--- src/rtl/led_pattern_gen.sv ---
// led_pattern_gen: prescaled LED pattern generator (binary, Gray, bounce, rotate).
// Optional freeze input enabled by defining LED_PATTERN_GEN_PAUSE_EN.
module led_pattern_gen #(
    parameter int LED_WIDTH      = 8,
    parameter int PRESCALE_WIDTH = 24
) (
    input  logic                      clk,
    input  logic                      NOTRESET,
    input  logic [1:0]                mode,
    input  logic [PRESCALE_WIDTH-1:0] rate,
`ifdef LED_PATTERN_GEN_PAUSE_EN
    input  logic                      pause,
`endif
    output logic [LED_WIDTH-1:0]      LED,
    output logic                      step
);
    localparam int PW = $clog2(LED_WIDTH);
    localparam logic [PW-1:0] TOP = PW'(LED_WIDTH - 1);
    logic [PRESCALE_WIDTH-1:0] pre, pre_n;
    logic [LED_WIDTH-1:0]      cnt, cnt_n, ring, ring_n, led_n;
    logic [PW-1:0]             pos, pos_n;
    logic                      dir, dir_n, hold, chg, adv;
    logic [1:0]                mode_q;
    always_comb begin
`ifdef LED_PATTERN_GEN_PAUSE_EN
        hold = pause;
`else
        hold = 1'b0;
`endif
        chg    = mode != mode_q;
        adv    = !chg && !hold && pre >= rate;
        pre_n  = (chg || adv) ? '0 : hold ? pre : pre + 1'b1;
        cnt_n  = chg ? '0 : (adv && !mode_q[1]) ? cnt + 1'b1 : cnt;
        ring_n = chg ? LED_WIDTH'(1) : (adv && mode_q == 2'd3) ? {ring[LED_WIDTH-2:0], ring[LED_WIDTH-1]} : ring;
        pos_n  = pos;
        dir_n  = dir;
        if (chg) begin
            pos_n = '0;
            dir_n = 1'b0;
        end else if (adv && mode_q == 2'd2) begin
            if (!dir && pos == TOP) begin
                dir_n = 1'b1;
                pos_n = pos - 1'b1;
            end else if (dir && pos == '0) begin
                dir_n = 1'b0;
                pos_n = PW'(1);
            end else begin
                pos_n = dir ? pos - 1'b1 : pos + 1'b1;
            end
        end
        // the incoming mode becomes mode_q this edge, so it selects the displayed pattern
        led_n = mode == 2'd0 ? cnt_n :
                mode == 2'd1 ? cnt_n ^ (cnt_n >> 1) :
                mode == 2'd2 ? LED_WIDTH'(1) << pos_n : ring_n;
    end
    always_ff @(posedge clk) begin
        if (NOTRESET) begin
            pre    <= '0;
            cnt    <= '0;
            ring   <= LED_WIDTH'(1);
            pos    <= '0;
            dir    <= 1'b0;
            mode_q <= 2'd0;
            LED    <= '0;
            step   <= 1'b0;
        end else begin
            pre    <= pre_n;
            cnt    <= cnt_n;
            ring   <= ring_n;
            pos    <= pos_n;
            dir    <= dir_n;
            mode_q <= mode;
            LED    <= led_n;
            step   <= adv;
        end
    end
endmodule

--- config.mk ---
export PLATFORM = sky130hd
export DESIGN_NAME = led_pattern_gen
export DESIGN_NICKNAME = d
export VERILOG_FILES = /design/src/rtl/led_pattern_gen.sv
export SDC_FILE = /design/constraint.sdc
export NUM_CORES = 1
export LEC_CHECK = 0
export CAP_MARGIN = 20
export CELL_PAD_IN_SITES_DETAIL_PLACEMENT = 0
export CELL_PAD_IN_SITES_GLOBAL_PLACEMENT = 1
export CORE_ASPECT_RATIO = 0.9
export CORE_UTILIZATION = 40
export CTS_CLUSTER_DIAMETER = 120
export CTS_CLUSTER_SIZE = 25
export DETAILED_ROUTE_END_ITERATION = 6
export GPL_TIMING_DRIVEN = 0
export PLACE_DENSITY = 0.83
export SYNTH_ARGS = -nofsm -noshare
export SYNTH_HDL_FRONTEND = slang
export SYNTH_SLANG_ARGS = --single-unit
--- constraint.sdc ---
create_clock -name clk -period 5.55 [get_ports clk]
set_input_delay 1.11 -clock clk [delete_from_list [all_inputs] [get_ports clk]]
set_output_delay 1.11 -clock clk [all_outputs]
set_load 0.05 [all_outputs]
Word-level counts from Yosys, hierarchy flattened
Cells that the tools add are included.
{"block": "word_totals", "ff_bits": 55, "latch_bits": 0, "ramBits": 0, "rom_bits": 0, "input_bits": 28, "out_inout_bits": 9, "word_cells": 51, "memories": 0}
{"block": "classes", "add_sub_neg": 4, "mul": 0, "div_mod_pow": 0, "n_lt_le_gt_ge": 1, "n_eq_ne": 6, "shifts": 1, "muxes": 14, "n_bitwise": 1, "n_reduce_logical": 16}
{"operator": "two-way mux 8 bit", "n": 7}
{"operator": "adder 24 x 1 -> 24 bit (second input constant)", "n": 1}
{"operator": ">= comparator 24 bit", "n": 1}
{"operator": "two-way mux 3 bit", "n": 5}
{"operator": "adder 8 x 1 -> 8 bit (second input constant)", "n": 1}
{"operator": "<< shifter 1 x 3 -> 8 bit (first input constant)", "n": 1}
{"operator": "bitwise XOR 8 x 7 -> 8 bit", "n": 1}
{"operator": "equality test 2 bit (second input constant)", "n": 3}
{"operator": "logical AND 1 bit", "n": 6}
{"operator": "OR reduction 2 bit", "n": 2}
{"operator": "adder 3 x 1 -> 3 bit (second input constant)", "n": 1}
{"operator": "equality test 3 bit (second input constant)", "n": 1}
{"operator": "zero test 1 bit", "n": 3}
{"operator": "zero test 3 bit", "n": 1}
{"operator": "subtractor 3 x 1 -> 3 bit (second input constant)", "n": 1}
{"operator": "equality test 2 x 1 -> 1 bit (second input constant)", "n": 1}
{"operator": "zero test 2 bit", "n": 1}
{"operator": "two-way mux 1 bit", "n": 2}
{"operator": "inequality test 2 bit", "n": 1}
{"operator": "AND reduction 2 bit", "n": 1}
{"operator": "nonzero test 2 bit", "n": 1}
{"operator": "logical OR 1 bit", "n": 1}

Logic depth before layout (Yosys ltp)
Gate-level depths: netlist of the first run.
{"block": "logic_depth", "depth_word": 10, "mapped_depth": 11, "ltp_nobuf": 11}

Worst setup path before layout of the first run
No wires, ideal clock.
{"block": "synth_timing", "path_type": "input to register", "startpoint": "input port rate[23]", "endpoint": "register LED[0]", "setup_time_ns": 0.122, "arrival_time_ns": 3.478, "required_time_ns": 5.428, "path_slack_ns": 1.950, "path_stages": 10, "n_path_buf": 0, "path_cell_list": "inv_1 -> ha_1 -> nand4_1 -> or2_1 -> or4_4 -> o21a_4 -> a21oi_2 -> nor2_1 -> o311a_1 -> a221o_1"}
{"block": "synth_via", "elab_chain_len": 9, "elab_cells_between_ends": 16, "cone_classes": "order compare: 1; shift: 1; mux: 9; bitwise: 1; reduce/logical: 4"}
{"item": "start: declaration", "line_no": "10", "source": "input logic [PRESCALE_WIDTH-1:0] rate,"}
{"item": ">= comparator 24 bit *", "line_no": "31", "source": "adv = !chg && !hold && pre >= rate;"}
{"item": "logical AND 1 bit *", "line_no": "31"}
{"item": "logical AND 1 bit", "line_no": "40", "source": "end else if (adv && mode_q == 2'd2) begin"}
{"item": "two-way mux 3 bit", "line_no": "40"}
{"item": "two-way mux 3 bit", "line_no": "37", "source": "if (chg) begin"}
{"item": "<< shifter 1 x 3 -> 8 bit", "line_no": "54", "source": "mode == 2'd2 ? LED_WIDTH'(1) << pos_n : ring_n;"}
{"item": "two-way mux 8 bit", "line_no": "54"}
{"item": "two-way mux 8 bit", "line_no": "53", "source": "mode == 2'd1 ? cnt_n ^ (cnt_n >> 1) :"}
{"item": "two-way mux 8 bit *", "line_no": "52", "source": "led_n = mode == 2'd0 ? cnt_n :"}
{"item": "end signal: assignment", "line_no": "73", "source": "LED <= led_n;"}
{"item": "end: declaration", "line_no": "14", "source": "output logic [LED_WIDTH-1:0] LED,"}
Every way passes the cells marked *; elsewhere a longest branch is shown, timed or not.
A chain may end at the register's enable or synchronous reset.

Worst setup path after layout of the first run
{"block": "layout_timing", "startpoint": "input port rate[23]", "endpoint": "register LED[4]"}
The elaborated chain is that of the path after synthesis.

==> summary.md, run 1 <==
| Metric | Value |
|---|---|
| Reg-to-Reg End | `LED[4]$_SDFF_PP0_` |
| Wire per inst | `between 10 and 15 um` |
| H-tree lvl count | `2` |
| EDFF count, synth | `0` |
| Critical path data required time | `5.79 ns` |
| Status | `finished, violations left` |
| Via count | `2917` |
| Die Footprint | `8710 um2` |
| Hold path start | `pre[0]$_SDFF_PP0_` |
| Syn Nets | `471` |
| Fin. max-slew vios | `0` |
| I/O pin count | `37` |
| Power Dens Cells | `about 180 nW/um2` |
| Commonest non-fill, non-tap cell in the layout | `nor2_1` |
| Core ar. | `8070 um2` |
| Peak supply drop | `~0.14 mV` |
| Worst R2R Setup Slack | `2.34 ns` |
| Chip Width | `around 98 um` |
| Post-CTS resize count | `0` |
| Worst setup EP type | `flop` |
| Crit path cell chain | `clkdlybuf4s50_1, inv_1, ha_1, nand4_1, or2_1, or4_4, o21ai_1, nor2_1, o221ai_1, inv_1, o22ai_1, a22o_1` |
| Syn. warnings | `0` |
| Async SR Flop Fraction | `0%` |
| Final hold slack | `0.479 ns` |
| Final setup fails | `0` |
| Most Frequent Cell on Critical Path | `inv_1` |
| R2R depth | `10` |
| #FFs+latches synth | `55` |
| Drt pass-1 iters | `7` |
| Critical Path Fanout Max | `9` |
| Mapped Area | `3340 um2` |
| Clk slew on worst S/H paths | `0.09 ns` |
| Detailed Place HPWL | `5760 um` |
| Starting density of the core | `41.3%` |
| Area post-placement | `3800 um2` |
| Top FF cell, synth | `dfxtp_1` |
| CTS root buf | `clkbuf_8` |
| Clock sink count | `55` |
| Max Freq | `241 MHz` |
| Post-route worst setup slack | `about 1.4 ns` |
| Post-CTS Hold Buffers | `0` |
| Slew headroom | `46.5%` |
| Num rows | `31` |
| Max Root-Sink Buffers | `2` |
| Avg Cell Area, Syn | `8.08 um2` |
| Vias/cell | `5.27` |
| Fraction of layout cells with a size suffix above 1 | `4.18%` |
| Port buffer count | `34` |
| Fin util | `between 40% and 50%` |
| WHS Path Cells | `1` |
| Die Ht | `around 90 um` |
| TritonCTS clock tree | `yes` |
| Hold Path Class | `flop to flop` |
| Failing checks | `design-rule violations` |
| Worst skew pair latency | `0.31 ns` |
| Crit Path Class | `input pin to flop` |
| Commonest non-fill, non-tap cells in the layout | `nor2_1, dfxtp_1, nand2_1, clkdlybuf4s50_1, inv_1` |
| GPL Wtd Cong | `0.919` |
| RR Startpoint | `pre[19]$_SDFF_PP0_` |
| Final min period | `a little over 4 ns` |
| CP peak stage delay | `0.55 ns` |
| Total CTS buffers | `5` |
| Synth top area share | `between 30% and 40%` |
| Hold path endpoint | `pre[0]$_SDFF_PP0_` |
| Setup TNS | `0 ns` |
| Worst Tran Pin Value | `0.799 ns` |
| Synth area leader | `dfxtp_1` |
| Initial antenna violation count | `0` |
| Register area share after synthesis | `roughly a third` |
| Worst Path Arrival | `around 4.4 ns` |
| Post-CTS Repair Setup Buffers | `0` |
| Skew final | `0.0136 ns` |
| Pre-CTS WS | `about 1.1 ns` |
| ANT nets after route | `0` |
| DR iter-0 viols | `149` |
| Critical Path Source Type | `input pin` |
| Number of global-route vias before repair | `2667` |
| Distinct cells, synth | `53` |
| Max cap viols | `0` |
| # diodes | `0` |
| Gr ovfl total | `0` |
| Global-route wire length before repair | `12400 um` |
| RSZ-0062 raised after global routing | `false` |
| Fin area | `3880 um2` |
| Slowest CP cell | `or4_4` |
| LEAKAGE | `roughly 1.5 nW` |
| Top cells by area, synth | `dfxtp_1, ha_1, nor2_1, xnor2_1, xor2_1` |
| Synthesized instance count | `413` |
| DRT Wirelength | `7420 um` |
| Nets | `just over 500` |
| Final Hold Viols | `0` |
| Drt drc | `3` |
| Total GRT Usage | `between 10% and 20%` |
| Post-route clock period utilization | `74.8%` |
| Layout area overhead | `16.5%` |
| Largest net degree at the start of global routing | `17` |
## final cells by class
type | count | area [um2]
Fill cell | 800 | 4180
Multi-Input combinational cell | 316 | 2080
Sequential cell | 55 | 1100
Timing Repair Buffer | 34 | 340
Tap cell | 99 | 124
Inverter | 32 | 120
Clock buffer | 6 | 72.6
Buffer | 10 | 37.5
Clock inverter | 2 | 12.5
## layer usage
metal	share of wire (%)	GRT usage, %
met1	50	23.8
met5	0	0
met2	45	29.8
met3	4.0	3.16
met4	1.1	5.29
## metrics by stage
step / power (mW) / cells
final: 0.680 / 554
after global routing: 0.708 / 554
after CTS: 0.688 / 554
after detailed placement: 0.470 / 546
after global placement: 0.470 / 546
after floorplan: 0.440 / 413
## cell families after synthesis
kind of cell               count (synthesis)  synth area share (%)
and+or+nand+nor                          170                  23.4
AOI/OAI and AO/OA                         68                  14.5
DFF                                       55                  33.0
buffers and inverters                     42                  4.73
xor gates and xnor gates                  35                  9.19
adders and majority gates                 30                  11.3
muxes                                     13                  3.94
## critical path: cells and delay by family
kind | cells | cell delay, ns
buf+inv | 3 | 0.63
compound gates | 4 | 1.15
simple gates | 4 | 1.19
fa+ha+maj | 1 | 0.30
## power by group
part	internal (mW)	switching (mW)
clock network	0.0886	0.131
registers	0.396	0.00141
logic	0.0286	0.0348
## worst max-delay path by stage
stage / startpoint / to / cells after the start
floorplan: rate[23] / LED[0]$_SDFF_PP0_ / 10
global placement: rate[23] / LED[2]$_SDFF_PP0_ / 12
detailed placement: rate[21] / LED[2]$_SDFF_PP0_ / 12
CTS: rate[23] / LED[2]$_SDFF_PP0_ / 12
global route: rate[23] / LED[1]$_SDFF_PP0_ / 12
finish: rate[23] / LED[4]$_SDFF_PP0_ / 12
## flip-flops by register name, indices dropped and copies added (netlist names)
register,cells
mode_q,2
LED,8
dir,1
cnt,8
pre,24
step,1
ring,8
pos,3
## cells in the mapped netlist, types with 2 or more instances
library cell  instances
a211oi_1              3
a21boi_0              2
a21oi_1              18
a21oi_2               2
a31oi_1               3
and3_1                4
clkbuf_1              9
dfxtp_1              55
ha_1                 30
inv_1                31
mux2i_1              12
nand2_1              34
nand2b_1              7
nand3_1              18
nand3b_1              2
nand4_1               7
nor2_1               71
nor2b_1               2
nor3_1               10
o211ai_1              3
o21a_1                2
o21ai_0              10
o21ai_1               3
o221ai_1              2
o22ai_1               5
o2bb2ai_1             2
or2_2                 3
or3_1                 5
xnor2_1              18
xor2_1               17
(Power assumes the default switching activity.)
==> run 2, diff against run 1 <==
- CORE_UTILIZATION: 40 -> 38
- clock period: 5.55 -> 3.3 ns (I/O delays scaled with it)
==> summary.md, run 2 (synthesis results as in run 1) <==
| Metric | Value |
|---|---|
| Fillers | `824` |
| CP delay by family, top | `simple AND/OR/NAND/NOR gates` |
| Critical path data required time | `~3.5 ns` |
| Largest register FFs | `24` |
| Peak supply drop | `0.163 mV` |
| Skew final | `0.00539 ns` |
| Pre-CTS WS | `-0.649 ns` |
| Hold path endpoint | `pre[0]$_SDFF_PP0_` |
| Layout area overhead | `27.5%` |
| Post-route clock period utilization | `97.2%` |
| I/O pin count | `37` |
| GPL Wtd Cong | `0.886` |
| Drt pass-1 iters | `4` |
| Detailed Place HPWL | `5770 um` |
| Total CTS buffers | `5` |
| Crit Path Class | `input pin to flop` |
| H-tree lvl count | `2` |
| Largest Register | `pre` |
| Worst R2R Setup Slack | `0.31 ns` |
| Port buffer count | `34` |
| Num rows | `32` |
| Nets | `~520` |
| Wire per inst | `approximately 14 um` |
| Gr ovfl total | `0` |
| # diodes | `0` |
| Final min period | `3.21 ns` |
| Final setup fails | `0` |
| Critical Path Fanout Max | `6` |
| Worst Path Arrival | `3.41 ns` |
| Worst Tran Pin Value | `0.671 ns` |
| Setup TNS | `0 ns` |
| Initial antenna violation count | `0` |
| Via count | `2985` |
| Starting density of the core | `39.1%` |
| Worst skew pair latency | `0.32 ns` |
| Global-route wire length before repair | `between 10000 and 15000 um` |
| Vias/cell | `5.09` |
| Clk slew on worst S/H paths | `~0.1 ns` |
| Clock sink count | `55` |
| Multi-input gate area | `2320 um2` |
| Slowest CP cell | `or4_4` |
| Core ar. | `8530 um2` |
| WHS Path Cells | `1` |
| CTS root buf | `clkbuf_8` |
| Largest net degree at the start of global routing | `19` |
| Status | `finished clean` |
| Fin. max-slew vios | `0` |
| Hold path start | `pre[0]$_SDFF_PP0_` |
| Post-route worst setup slack | `0.0937 ns` |
| RR Startpoint | `pre[19]$_SDFF_PP0_` |
| LEAKAGE | `roughly 1.6 nW` |
| Max cap viols | `0` |
| TritonCTS clock tree | `yes` |
| Critical Path Source Type | `input pin` |
| Register area | `between 1000 and 1500 um2` |
| Slew headroom | `55.1%` |
| Drt drc | `0` |
| Area post-placement | `3820 um2` |
| Metal3 WL | `approximately 250 um` |
| Post-CTS Hold Buffers | `0` |
| Met2 wire length | `3720 um` |
| Crit path cell chain | `clkdlybuf4s50_1, inv_1, ha_1, nand2_1, or4_4, o21a_4, buf_6, a211oi_4, xnor2_2, or3_1, nand3_2, o221ai_2` |
| Worst setup EP type | `flop` |
| Total GRT Usage | `around 18%` |
| ANT nets after route | `0` |
| Worst path bufs/invs | `3` |
| Final hold slack | `0.493 ns` |
| Final Hold Viols | `0` |
| Hold Path Class | `flop to flop` |
| Top routing layer used | `met4` |
| CP peak stage delay | `0.55 ns` |
| DR iter-0 viols | `155` |
| Chip Width | `a little over 100 um` |
| Power Dens Cells | `around 280 nW/um2` |
| M1 WL | `3980 um` |
| R2R depth | `11` |
| Max Freq | `312 MHz` |
| Fraction of layout cells with a size suffix above 1 | `14.6%` |
| Commonest non-fill, non-tap cells in the layout | `nor2_1, dfxtp_1, nand2_1` |
| Fin area | `4250 um2` |
| Reg-to-Reg End | `LED[3]$_SDFF_PP0_` |
| DRT Wirelength | `8000 um` |
| Fin util | `49.9%` |
| Max Root-Sink Buffers | `2` |
| Commonest non-fill, non-tap cell in the layout | `nor2_1` |
| Number of global-route vias before repair | `2770` |
| Die Footprint | `9160 um2` |
| Die Ht | `90.9 um` |
[run 2: layout make-up]
cell class,instances,share of cell area [%]
buffer,10,0.882
clock buffer,5,1.62
clock inverter,3,0.559
inverter,32,2.82
multi-input combinational,316,54.5
sequential,55,25.9
tap,119,3.50
timing repair buffer,46,10.2
[run 2: how the worst max path moves through the flow]
| stage | start | to | slack [ns] | depth (start not counted) |
|---|---|---|---|---|
| global placement | rate[23] | LED[2]$_SDFF_PP0_ | -0.64 | 12 |
| detailed placement | rate[23] | LED[2]$_SDFF_PP0_ | -0.65 | 12 |
| CTS | rate[14] | LED[3]$_SDFF_PP0_ | 0.002 | 11 |
| floorplan | rate[23] | LED[0]$_SDFF_PP0_ | 0.15 | 10 |
| finish | rate[9] | LED[3]$_SDFF_PP0_ | 0.09 | 12 |
| global route | rate[9] | LED[3]$_SDFF_PP0_ | -0.01 | 12 |
[run 2: stage by stage]
stage	cells	power, mW
global placement	566	0.790
CTS	582	1.19
finish	586	1.18
floorplan	413	0.740
global route	586	1.23
detailed placement	566	0.791
[run 2: repair_timing]
item | 4_1_cts | 5_1_grt
buffers inserted | 8 | 4
gates resized for setup | 36 | 20
endpoints found under the setup margin | 28 | 8
cloned | 0 | 0
pin swaps | 17 | 13
[run 2: where the power goes]
part           internal, mW  leakage, nW  switching, mW
sequential            0.667        0.444        0.00240
clock                 0.152       0.0408          0.239
combinational        0.0503         1.09         0.0661
[run 2: layer usage]
layer  track usage, %  vias to the layer above
met5                0                        -
met4             3.38                        0
met3             3.41                        7
met2             29.1                       57
met1             24.1                     1395
li1                 -                     1526
==> run 3, diff against run 2 <==
- CORE_UTILIZATION: 38 -> 40
- clock period: 3.3 -> 4.1 ns (I/O delays scaled with it)
==> results of run 3 <==
Same layout as run 1 (identical final DEF). Status: finished, violations left: design-rule violations.
Main changes from that run: setup slack after placement 1.14 ns -> -0.0161 ns; setup slack after layout 1.40 ns -> 0.237 ns; register-to-register setup slack 2.34 ns -> 0.89 ns; total power 0.680 mW -> 0.921 mW; worst IR drop on VDD 0.138 mV -> 0.187 mV
